### src/rtl/mem_access_ctrl.sv
// Initiator side of the DataMemory port: load, store and block-copy sequencing
// behind a valid/ready request handshake.
//
// state     | meaning
// ----------+------------------------------------------------------
// S_IDLE    | waiting for a request, req_ready=1
// S_LOAD    | single read, resp_data captured on exit
// S_STORE   | single write, commits on exit
// S_COPY_RD | read src+idx into the copy buffer
// S_COPY_WR | write buffer to dst+idx, then advance idx
// S_RESP    | one-cycle completion pulse
module mem_access_ctrl #(
  parameter int ADDR_W = 8,
  parameter int DATA_W = 8
) (
  input  logic              clk,
  input  logic              RST,
  input  logic              req_valid,
  output logic              req_ready,
  input  logic [1:0]        req_op,
  input  logic [ADDR_W-1:0] req_addr,
  input  logic [ADDR_W-1:0] req_addr2,
  input  logic [ADDR_W-1:0] req_len,
  input  logic [DATA_W-1:0] req_wdata,
  output logic              resp_valid,
  output logic [DATA_W-1:0] resp_data,
  output logic              busy,
  output logic [ADDR_W-1:0] memAddress,
  output logic [DATA_W-1:0] memWriteData,
  output logic              MemRead,
  output logic              MemWrite,
  input  logic [DATA_W-1:0] memReadData
);

  typedef enum logic [2:0] {
    S_IDLE    = 3'd0,
    S_LOAD    = 3'd1,
    S_STORE   = 3'd2,
    S_COPY_RD = 3'd3,
    S_COPY_WR = 3'd4,
    S_RESP    = 3'd5
  } state_t;

  localparam logic [1:0] OP_LOAD  = 2'b00;
  localparam logic [1:0] OP_STORE = 2'b01;
  localparam logic [1:0] OP_COPY  = 2'b10;

  state_t            state, state_nxt;
  logic [ADDR_W-1:0] addr_q, addr2_q, len_q, idx_q;
  logic [ADDR_W-1:0] idx_inc;
  logic [DATA_W-1:0] wdata_q, buf_q, resp_data_q;
  logic              accept;

  assign accept  = (state == S_IDLE) && req_valid;
  assign idx_inc = idx_q + {{(ADDR_W-1){1'b0}}, 1'b1};

  always_ff @(posedge clk or posedge RST) begin
    if (RST) state <= S_IDLE;
    else     state <= state_nxt;
  end

  always_comb begin
    state_nxt = state;
    case (state)
      S_IDLE: begin
        if (req_valid) begin
          case (req_op)
            OP_LOAD:  state_nxt = S_LOAD;
            OP_STORE: state_nxt = S_STORE;
            OP_COPY:  state_nxt = (req_len != '0) ? S_COPY_RD : S_RESP;
            default:  state_nxt = S_RESP;
          endcase
        end
      end
      S_LOAD:    state_nxt = S_RESP;
      S_STORE:   state_nxt = S_RESP;
      S_COPY_RD: state_nxt = S_COPY_WR;
      S_COPY_WR: state_nxt = (idx_inc == len_q) ? S_RESP : S_COPY_RD;
      S_RESP:    state_nxt = S_IDLE;
      default:   state_nxt = S_IDLE;
    endcase
  end

  // Request fields are frozen at accept; the bus is driven only from these copies.
  always_ff @(posedge clk or posedge RST) begin
    if (RST) begin
      addr_q      <= '0;
      addr2_q     <= '0;
      len_q       <= '0;
      wdata_q     <= '0;
      idx_q       <= '0;
      buf_q       <= '0;
      resp_data_q <= '0;
    end else begin
      if (accept) begin
        addr_q  <= req_addr;
        addr2_q <= req_addr2;
        len_q   <= req_len;
        wdata_q <= req_wdata;
        idx_q   <= '0;
      end
      if (state == S_LOAD)    resp_data_q <= memReadData;
      if (state == S_COPY_RD) buf_q       <= memReadData;
      if (state == S_COPY_WR) idx_q       <= idx_inc;
    end
  end

  always_comb begin
    req_ready    = 1'b0;
    busy         = 1'b1;
    resp_valid   = 1'b0;
    MemRead      = 1'b0;
    MemWrite     = 1'b0;
    memAddress   = '0;
    memWriteData = '0;
    case (state)
      S_IDLE: begin
        req_ready = 1'b1;
        busy      = 1'b0;
      end
      S_LOAD: begin
        MemRead    = 1'b1;
        memAddress = addr_q;
      end
      S_STORE: begin
        MemWrite     = 1'b1;
        memAddress   = addr_q;
        memWriteData = wdata_q;
      end
      S_COPY_RD: begin
        MemRead    = 1'b1;
        memAddress = addr_q + idx_q;
      end
      S_COPY_WR: begin
        MemWrite     = 1'b1;
        memAddress   = addr2_q + idx_q;
        memWriteData = buf_q;
      end
      S_RESP:  resp_valid = 1'b1;
      default: busy = 1'b1;
    endcase
  end

  assign resp_data = resp_data_q;

endmodule

### config.mk
export PLATFORM = sky130hd
export DESIGN_NAME = mem_access_ctrl
export DESIGN_NICKNAME = d
export VERILOG_FILES = /design/src/rtl/mem_access_ctrl.sv
export SDC_FILE = /design/constraint.sdc
export NUM_CORES = 1
export LEC_CHECK = 0
export ABC_AREA = 1
export CAP_MARGIN = 30
export CORE_AREA = 2 2 99 101
export CTS_CLUSTER_SIZE = 40
export DETAILED_ROUTE_END_ITERATION = 10
export DIE_AREA = 0 0 101 103
export SLEW_MARGIN = 15
export SYNTH_ARGS = -nofsm -noshare
export SYNTH_HDL_FRONTEND = slang
export SYNTH_SLANG_ARGS = --single-unit
### constraint.sdc
create_clock -name clk -period 3.4 [get_ports clk]
set_clock_uncertainty 0.15 [all_clocks]
set_input_delay 0.51 -clock clk [delete_from_list [all_inputs] [get_ports clk]]
set_output_delay 0.51 -clock clk [all_outputs]
set_load 0.02 [all_outputs]
Word level (Yosys, flattened, before mapping). Cells that the tools add are included.

Muxes and demuxes: 14. Reductions and logical operators: 8. Equal/unequal tests: 9. Add/sub/neg operators: 3.

Operators with widths (count): $pmux W8 S3 (1); $add A8 B8 Y8 (2); $mux W8 (2); $pmux W8 S2 (1); $pmux W3 S4 (1); $mux W3 (3); $pmux W3 S3 (1); $add A8 B1 Y8 const B (1); $eq A8 B8 Y1 (1); $reduce_bool A8 Y1 (1); $eq A3 B2 Y1 const B (2); $eq A3 B3 Y1 const B (2); $reduce_or A2 Y1 (3); $mux W1 (5); $eq A3 B1 Y1 const B (1); $logic_not A3 Y1 (1); $eq A2 B1 Y1 const B (1); $eq A2 B2 Y1 const B (1); $logic_not A2 Y1 (1); $ne A2 B2 Y1 const B (1); $reduce_bool A2 Y1 (1); $logic_and A1 B1 Y1 (1).

Output and inout port bits: 29. Logic and storage cells: 42. Register bits after elaboration: 59. Bits of input ports: 45.

Logic depth before layout (Yosys ltp). Gate-level depths: netlist (run 1).

Depth after elaboration: 5. Gate-level depth with buffers: 15. Mapped depth without buffers: 14.

Worst setup path after synthesis (run 1). No wires, ideal clock.

Kind: register -> output. From: reg state[1]. To: out memAddress[6]. Setup slack: 134 ps. Arrival time: 2606 ps. Cell stages (with the launch flop): 16. Data required time: 2740 ps. Cell sequence: dfrtp_1 nor2_1 nand2_1 buf_2 clkbuf_1 o21ai_0 ha_1 inv_1 fa_1 o21ai_0 nand2_1 nand2_1 a21oi_1 nand2_1 nand2_1 o22ai_1.

Word-level cells in the longest chain between the ends: 3.

Ends and longest elaborated chain: start, declared (line 48) `state_t state, state_nxt;`; start signal, assigned (line 59) `else state <= state_nxt;`; $eq A3 B1 Y1 or $eq A3 B2 Y1 (tied branches) (line 116) `case (state)`; $reduce_or A2 Y1 (no source line); $pmux W8 S3 * (line 116); end, declared (line 28) `output logic [ADDR_W-1:0] memAddress,`.

Mark *: on every way between the ends. The rest lies on a longest branch, timed or not.

Worst setup path after layout (run 1).
From: reg state[0]. To: out memAddress[1].

Same word-level chain as after synthesis.

==> results.yml, run 1 <==
placed_design:
  pre_cts_slack_ns: -0.122
  dp_hpwl_um: 6370
  gp_congestion: 0.841
  io_buffers: 73
sta:
  fin_tns_setup_ns: 0
  hold_violations: 0
  timing.fmax_mhz: 308
  setup_ws_ns: 0.150
  finalMaxSlewViolations: 0
  maxSlewHeadroom: 0.560
  setup_viol: 0
  tightestPinTransition_ns: 0.658
  period_needed_ns: 3.25
  hold_ws_ns: 0.336
  rsz0062_at_grt: "false"
  period_share: 0.956
pwr:
  power_uw: 4370
  p_leak_uw: 0.00218
  powerDensity_nw_per_um2: 991
  peakVddDrop_mv: 0.367
floorplanning:
  pin_count: 74
  coreArea_um2: 9460
  dieArea_um2: 10400
  die_x_um: 101
  die_h_um: 103
  core.rowCount: 36
  initial_utilization: 0.341
synth:
  ys_warn_count: 0
  ys_seq_area_frac: 0.458
  ys_seq_elements: 59
  ys_types: 25
  synth_area_per_cell_um2: 7.56
  syn-cell-area_um2: 3220
  netlist_instances: 426
  synthesis.nets: 481
  yosys.area.top_type: "dfrtp_1"
  synth_area_leaders: "dfrtp_1 (46%), nand2_1 (11%), o21ai_0 (8.1%), inv_1 (8.0%), a21oi_1 (5.1%)"
  synth_top_cell_area_share: 0.458
worst_setup_path:
  crit_start: "state[0]"
  r2r_end: "addr_q[1]"
  ff2ff_setup_slack_ns: 1.39
  startpoint_type: "register"
  cp-endpoint: "memAddress[1]"
  crit_fanout: 8
  arrival_ns: 2.59
  r2r_start: "state[0]"
  worst_setup_path_end_kind: "output port"
  crit_type: "register to output port"
  crit_required_ns: 2.74
  r2r_cells: 8
flow_run:
  max-cap-violations: 0
cts:
  cts_tree: "yes"
  clock_sinks: 59
  post-cts-setup-buffer-count: 0
  hold_buffers: 0
  cts-root-buf: "clkbuf_8"
  clk_pin_slew_worst_paths_ns: 0.07
  clk_path_buf_depth: 2
  numCtsBuffers: 9
  clkLatencyLatePin_ns: 0.34
  htreeDepth: 3
grt:
  antenna_found_initial: 0
  grt_pass1_vias: 3095
  grt_use_total: 0.177
  grt-ovfl-total: 0
  grt_start_max_net_pins: 32
  grt_pass1_wl_um: 14300
hold_path:
  hp-class: "register to register"
  whs_path_depth: 2
cells_and_area:
  nNetsFinal: 573
  diodes: 0
  drive_gt1_frac: 0.105
  area_delta_synth_final_pct: 36.8
detailed_routing:
  drt_iter0_markers: 166
  antenna_left: 0
  vias: 2963
  post_drt_wl_per_cell_um: 13.0
  route.detailed.drc: 0
  viasPerCell: 4.66
  drtPass1Iterations: 4
  totalWireLength_um: 8290
outcome:
  status: "finished clean"
state kept, by name, indices dropped and copies added (netlist names):
| register | count |
|---|---|
| resp_data | 8 |
| addr2_q | 8 |
| idx_q | 8 |
| wdata_q | 8 |
| state | 3 |
| len_q | 8 |
| buf_q | 8 |
| addr_q | 8 |
report_power, final:
group          internal, uW  switching, uW  total [uW]
clock                   373            281         654
sequential             1030            209        1230
combinational          1050           1430        2480
total                  2440           1920        4370
routing by layer:
| metal | track usage | routed length, um | up-vias |
|---|---|---|---|
| li1 | - | - | 1548 |
| met1 | 0.207 | 3450 | 1351 |
| met2 | 0.315 | 4280 | 55 |
| met3 | 0.0624 | 507 | 9 |
| met4 | 0.0374 | 57 | 0 |
| met5 | 0 | 0 | - |
worst max-delay path: stages, from the launching register on:
cell	delay (ns)
dfrtp_1	0.41
nor2_4	0.15
nand2_4	0.09
o21ai_1	0.14
ha_1	0.18
inv_1	0.05
fa_1	0.43
o22ai_1	0.16
clkdlybuf4s50_1	0.63
cell usage after synthesis:
library cell,n
a21oi_1,33
a31oi_1,2
o22ai_1,7
inv_2,2
nand3b_1,2
o21ai_1,3
nor2_4,4
o21ai_0,52
dfrtp_1,59
inv_1,69
nor2_1,42
xnor2_1,1
nand2_2,4
ha_1,9
nand4_1,3
buf_2,9
clkbuf_1,2
nand3_2,1
mux2_2,1
xor2_1,4
a21oi_2,1
fa_1,1
nand3_1,22
nor3_1,2
nand2_1,91
what timing repair did:
item,in CTS,in global routing
endpoints found under the setup margin,7,6
pin swaps,0,1
cloned,0,0
gates resized for setup,19,12
kinds of logic (layout without fill, tap and decap cells):
group,after synthesis,in the layout,share of synthesized area
and+or+nand+nor,171,171,0.228
AOI/OAI and AO/OA,98,98,0.157
buffers and inverters,82,178,0.0990
DFF,59,59,0.458
adders and majority gates,10,10,0.0412
xor gates and xnor gates,5,5,0.0136
muxes,1,1,0.00349
worst min path at each step:
stage	endpoint	slack, ns	startpoint
after floorplan	len_q[3]	0.30	len_q[3]
after global placement	buf_q[4]	0.32	buf_q[4]
after detailed placement	buf_q[5]	0.33	buf_q[5]
after CTS	buf_q[5]	0.34	buf_q[5]
after global routing	buf_q[5]	0.37	buf_q[5]
final	buf_q[5]	0.34	buf_q[5]
cell type report:
| class | instances | area (um2) |
|---|---|---|
| clock buffers | 11 | 151 |
| clock inverters | 4 | 50.0 |
| fillers | 970 | 5050 |
| inverters | 71 | 267 |
| multi-input cells | 285 | 1450 |
| flip-flops and latches | 59 | 1480 |
| well taps | 114 | 143 |
| repair buffers | 92 | 876 |
through the flow:
step           cell area, um2  utilization  cells
2_1_floorplan            3220            -    426
4_1_cts                  4400        0.465    636
5_1_grt                  4410        0.466    636
3_3_place_gp             4200        0.444    621
3_5_place_dp             4200        0.444    621
6_report                 4410        0.466    636
cells in the final DEF, fill, tap and decap left out, drive strengths merged, types with 3 or more instances in the layout:
cell type,instances
nand2,95
clkbuf,12
o21ai,55
o22ai,7
buf,21
xor2,4
a21oi,34
nand3,23
nor2,46
ha,9
inv,71
dfrtp,59
nand4,3
clkdlybuf4s50,67
Note: power is estimated with default switching activity, not from simulation.
==> run 2: changes to the inputs <==
--- a/config.mk
+++ b/config.mk
@@ -8,9 +8,11 @@
 export ABC_AREA = 1
 export CAP_MARGIN = 30
 export CORE_AREA = 2 2 99 101
+export CTS_CLUSTER_DIAMETER = 80
 export CTS_CLUSTER_SIZE = 40
 export DETAILED_ROUTE_END_ITERATION = 10
 export DIE_AREA = 0 0 101 103
+export HOLD_SLACK_MARGIN = 0.12
 export SLEW_MARGIN = 15
 export SYNTH_ARGS = -nofsm -noshare
 export SYNTH_HDL_FRONTEND = slang
==> results of run 2 <==
The final DEF is identical to that of run 1; final timing and power are the same.
==> run 3: changes to the inputs <==
==> constraint.sdc (replaced) <==
create_clock -name clk -period 2.9 [get_ports clk]
set_clock_uncertainty 0.15 [all_clocks]
set_input_delay 0.725 -clock clk [delete_from_list [all_inputs] [get_ports clk]]
set_output_delay 0.725 -clock clk [all_outputs]
set_load 0.02 [all_outputs]
==> results.yml, run 3 (synthesis gave the netlist of run 1 again) <==
detailed_routing:
  drt_iter0_markers: 131
  post_drt_wl_per_cell_um: 13.2
  route.detailed.drc: 0
  totalWireLength_um: 8840
  vias: 3193
  viasPerCell: 4.79
  antenna_left: 0
  drtPass1Iterations: 4
worst_setup_path:
  crit_required_ns: 2.03
  startpoint_type: "register"
  arrival_ns: 2.57
  crit_type: "register to output port"
  worst_setup_path_end_kind: "output port"
  crit_fanout: 5
cts:
  clock_sinks: 59
  clkLatencyLatePin_ns: 0.35
  cts-root-buf: "clkbuf_8"
  htreeDepth: 3
  cts_tree: "yes"
  hold_buffers: 0
  clk_pin_slew_worst_paths_ns: 0.08
  clk_path_buf_depth: 2
  numCtsBuffers: 9
pwr:
  seqPwrFrac: 0.248
  intPower_uw: 3140
  power_uw: 5730
  p_clk_frac: 0.123
  peakVddDrop_mv: 0.513
  p_leak_uw: 0.00235
  p_comb_frac: 0.629
  powerDensity_nw_per_um2: 1220
  p_sw_uw: 2590
  sw_frac_of_total: 0.451
sta:
  setup_ws_ns: -0.546
  maxSlewHeadroom: 0.720
  hold_violations: 0
  setup_viol: 7
  period_share: 1.19
  tightestPinTransition_ns: 0.419
  period_needed_ns: 3.45
  timing.fmax_mhz: 290
  rsz0062_at_grt: "true"
  hold_ws_ns: 0.339
  finalMaxSlewViolations: 0
  fin_tns_setup_ns: -2.83
hold_path:
  hp-class: "register to register"
grt:
  grt_start_max_net_pins: 60
  grt_use_total: 0.185
  grt_pass1_vias: 3361
  antenna_found_initial: 0
  grt_pass1_wl_um: 15100
  grt-ovfl-total: 0
placed_design:
  dp_hpwl_um: 6440
  io_buffers: 73
  placed_cell_area_um2: 4380
  gp_congestion: 0.874
  dp_cells: 638
cells_and_area:
  final_cell_mix: "nand2_1 (86), inv_1 (65), dfrtp_1 (59)"
  nNetsFinal: 603
  final_common_cell: "nand2_1"
  area_delta_synth_final_pct: 45.9
  fillers: 920
  stdcell_count: 667
  drive_gt1_frac: 0.221
  final_cell_area_um2: 4700
  diodes: 0
outcome:
  violations: "setup timing"
  status: "complete, but fails checks"
floorplanning:
  pin_count: 74
  dieArea_um2: 10400
  coreArea_um2: 9460
  die_h_um: 103
  core.rowCount: 36
  initial_utilization: 0.341
  die_x_um: 101
flow_run:
  max-cap-violations: 0
==> run 3: changes by cell type in the layout (fill, tap and decap cells not counted), moves of 4 or more <==
| cell | before | now |
|---|---|---|
| o21ai_2 | 1 | 5 |
| nand2_2 | 4 | 8 |
| clkdlybuf4s50_1 | 67 | 56 |
| buf_2 | 1 | 5 |
| a21oi_1 | 33 | 28 |
| nand2_1 | 90 | 86 |
| buf_4 | 18 | 47 |
| a21oi_2 | 1 | 6 |
| buf_6 | 1 | 5 |
| o21ai_0 | 45 | 41 |
==> run 3: metrics by stage <==
| stage | setup slack [ns] | utilization |
|---|---|---|
| after CTS | -0.493 | 0.494 |
| after global routing | -0.673 | 0.497 |
| after detailed placement | -0.643 | 0.463 |
| after floorplan | -0.213 | - |
| final | -0.546 | 0.497 |
| after global placement | -0.575 | 0.463 |
==> run 3: cell type report <==
type	instances	area, um2	area share
Multi-Input combinational cell	286	1550	0.329
Sequential cell	59	1480	0.314
Timing Repair Buffer	121	1080	0.230
Inverter	71	270	0.0575
Tap cell	114	143	0.0303
Clock buffer	10	138	0.0293
Clock inverter	6	48.8	0.0104
==> run 3: critical path, cell delays in order, from the launching register on <==
cell and delay [ns]:
dfrtp_1 0.41, nor2_4 0.19, nand2_4 0.10, o21ai_2 0.15, ha_2 0.21, inv_2 0.04
fa_2 0.34, o21ai_2 0.17, nand2_2 0.10, nand2_2 0.08, a21oi_2 0.06, nor2_2 0.15
o22ai_4 0.09, buf_6 0.13
==> run 3: power by group through the flow <==
stage                     logic, uW  clock network (uW)  registers (uW)
final                          3610                 705            1420
after global routing           4010                 766            1460
after CTS                      3510                 728            1420
after detailed placement       3280                   0            1420
after global placement         3230                   0            1420
after floorplan                1870                   0            1470
==> run 3: final timing paths <==
check	endpoint	start	cells after the start	slack, ns
min in group asynchronous	wdata_q[1]	RST	3	0.59
hold reg to reg	buf_q[3]	buf_q[3]	2	0.34
max in group asynchronous	addr2_q[2]	RST	3	1.72
setup reg to reg	addr2_q[3]	state[1]	8	0.87
setup / recovery	memAddress[6]	state[1]	13	-0.55
hold / removal	buf_q[3]	buf_q[3]	2	0.34
==> run 3: routing by layer <==
layer,vias up,global-route usage,share of wire
met5,-,0,0
met4,0,0.0655,0.023
met3,20,0.0583,0.059
met2,84,0.335,0.50
met1,1480,0.205,0.42
li1,1609,-,-
==> run 3: timing repair <==
item / 4_1_cts / 5_1_grt
endpoints found under the hold margin: 0 / 0
pin swaps: 10 / 8
gates resized for setup: 75 / 38
gates cloned: 1 / 0
buffers inserted: 9 / 5
setup endpoints to repair: 16 / 16
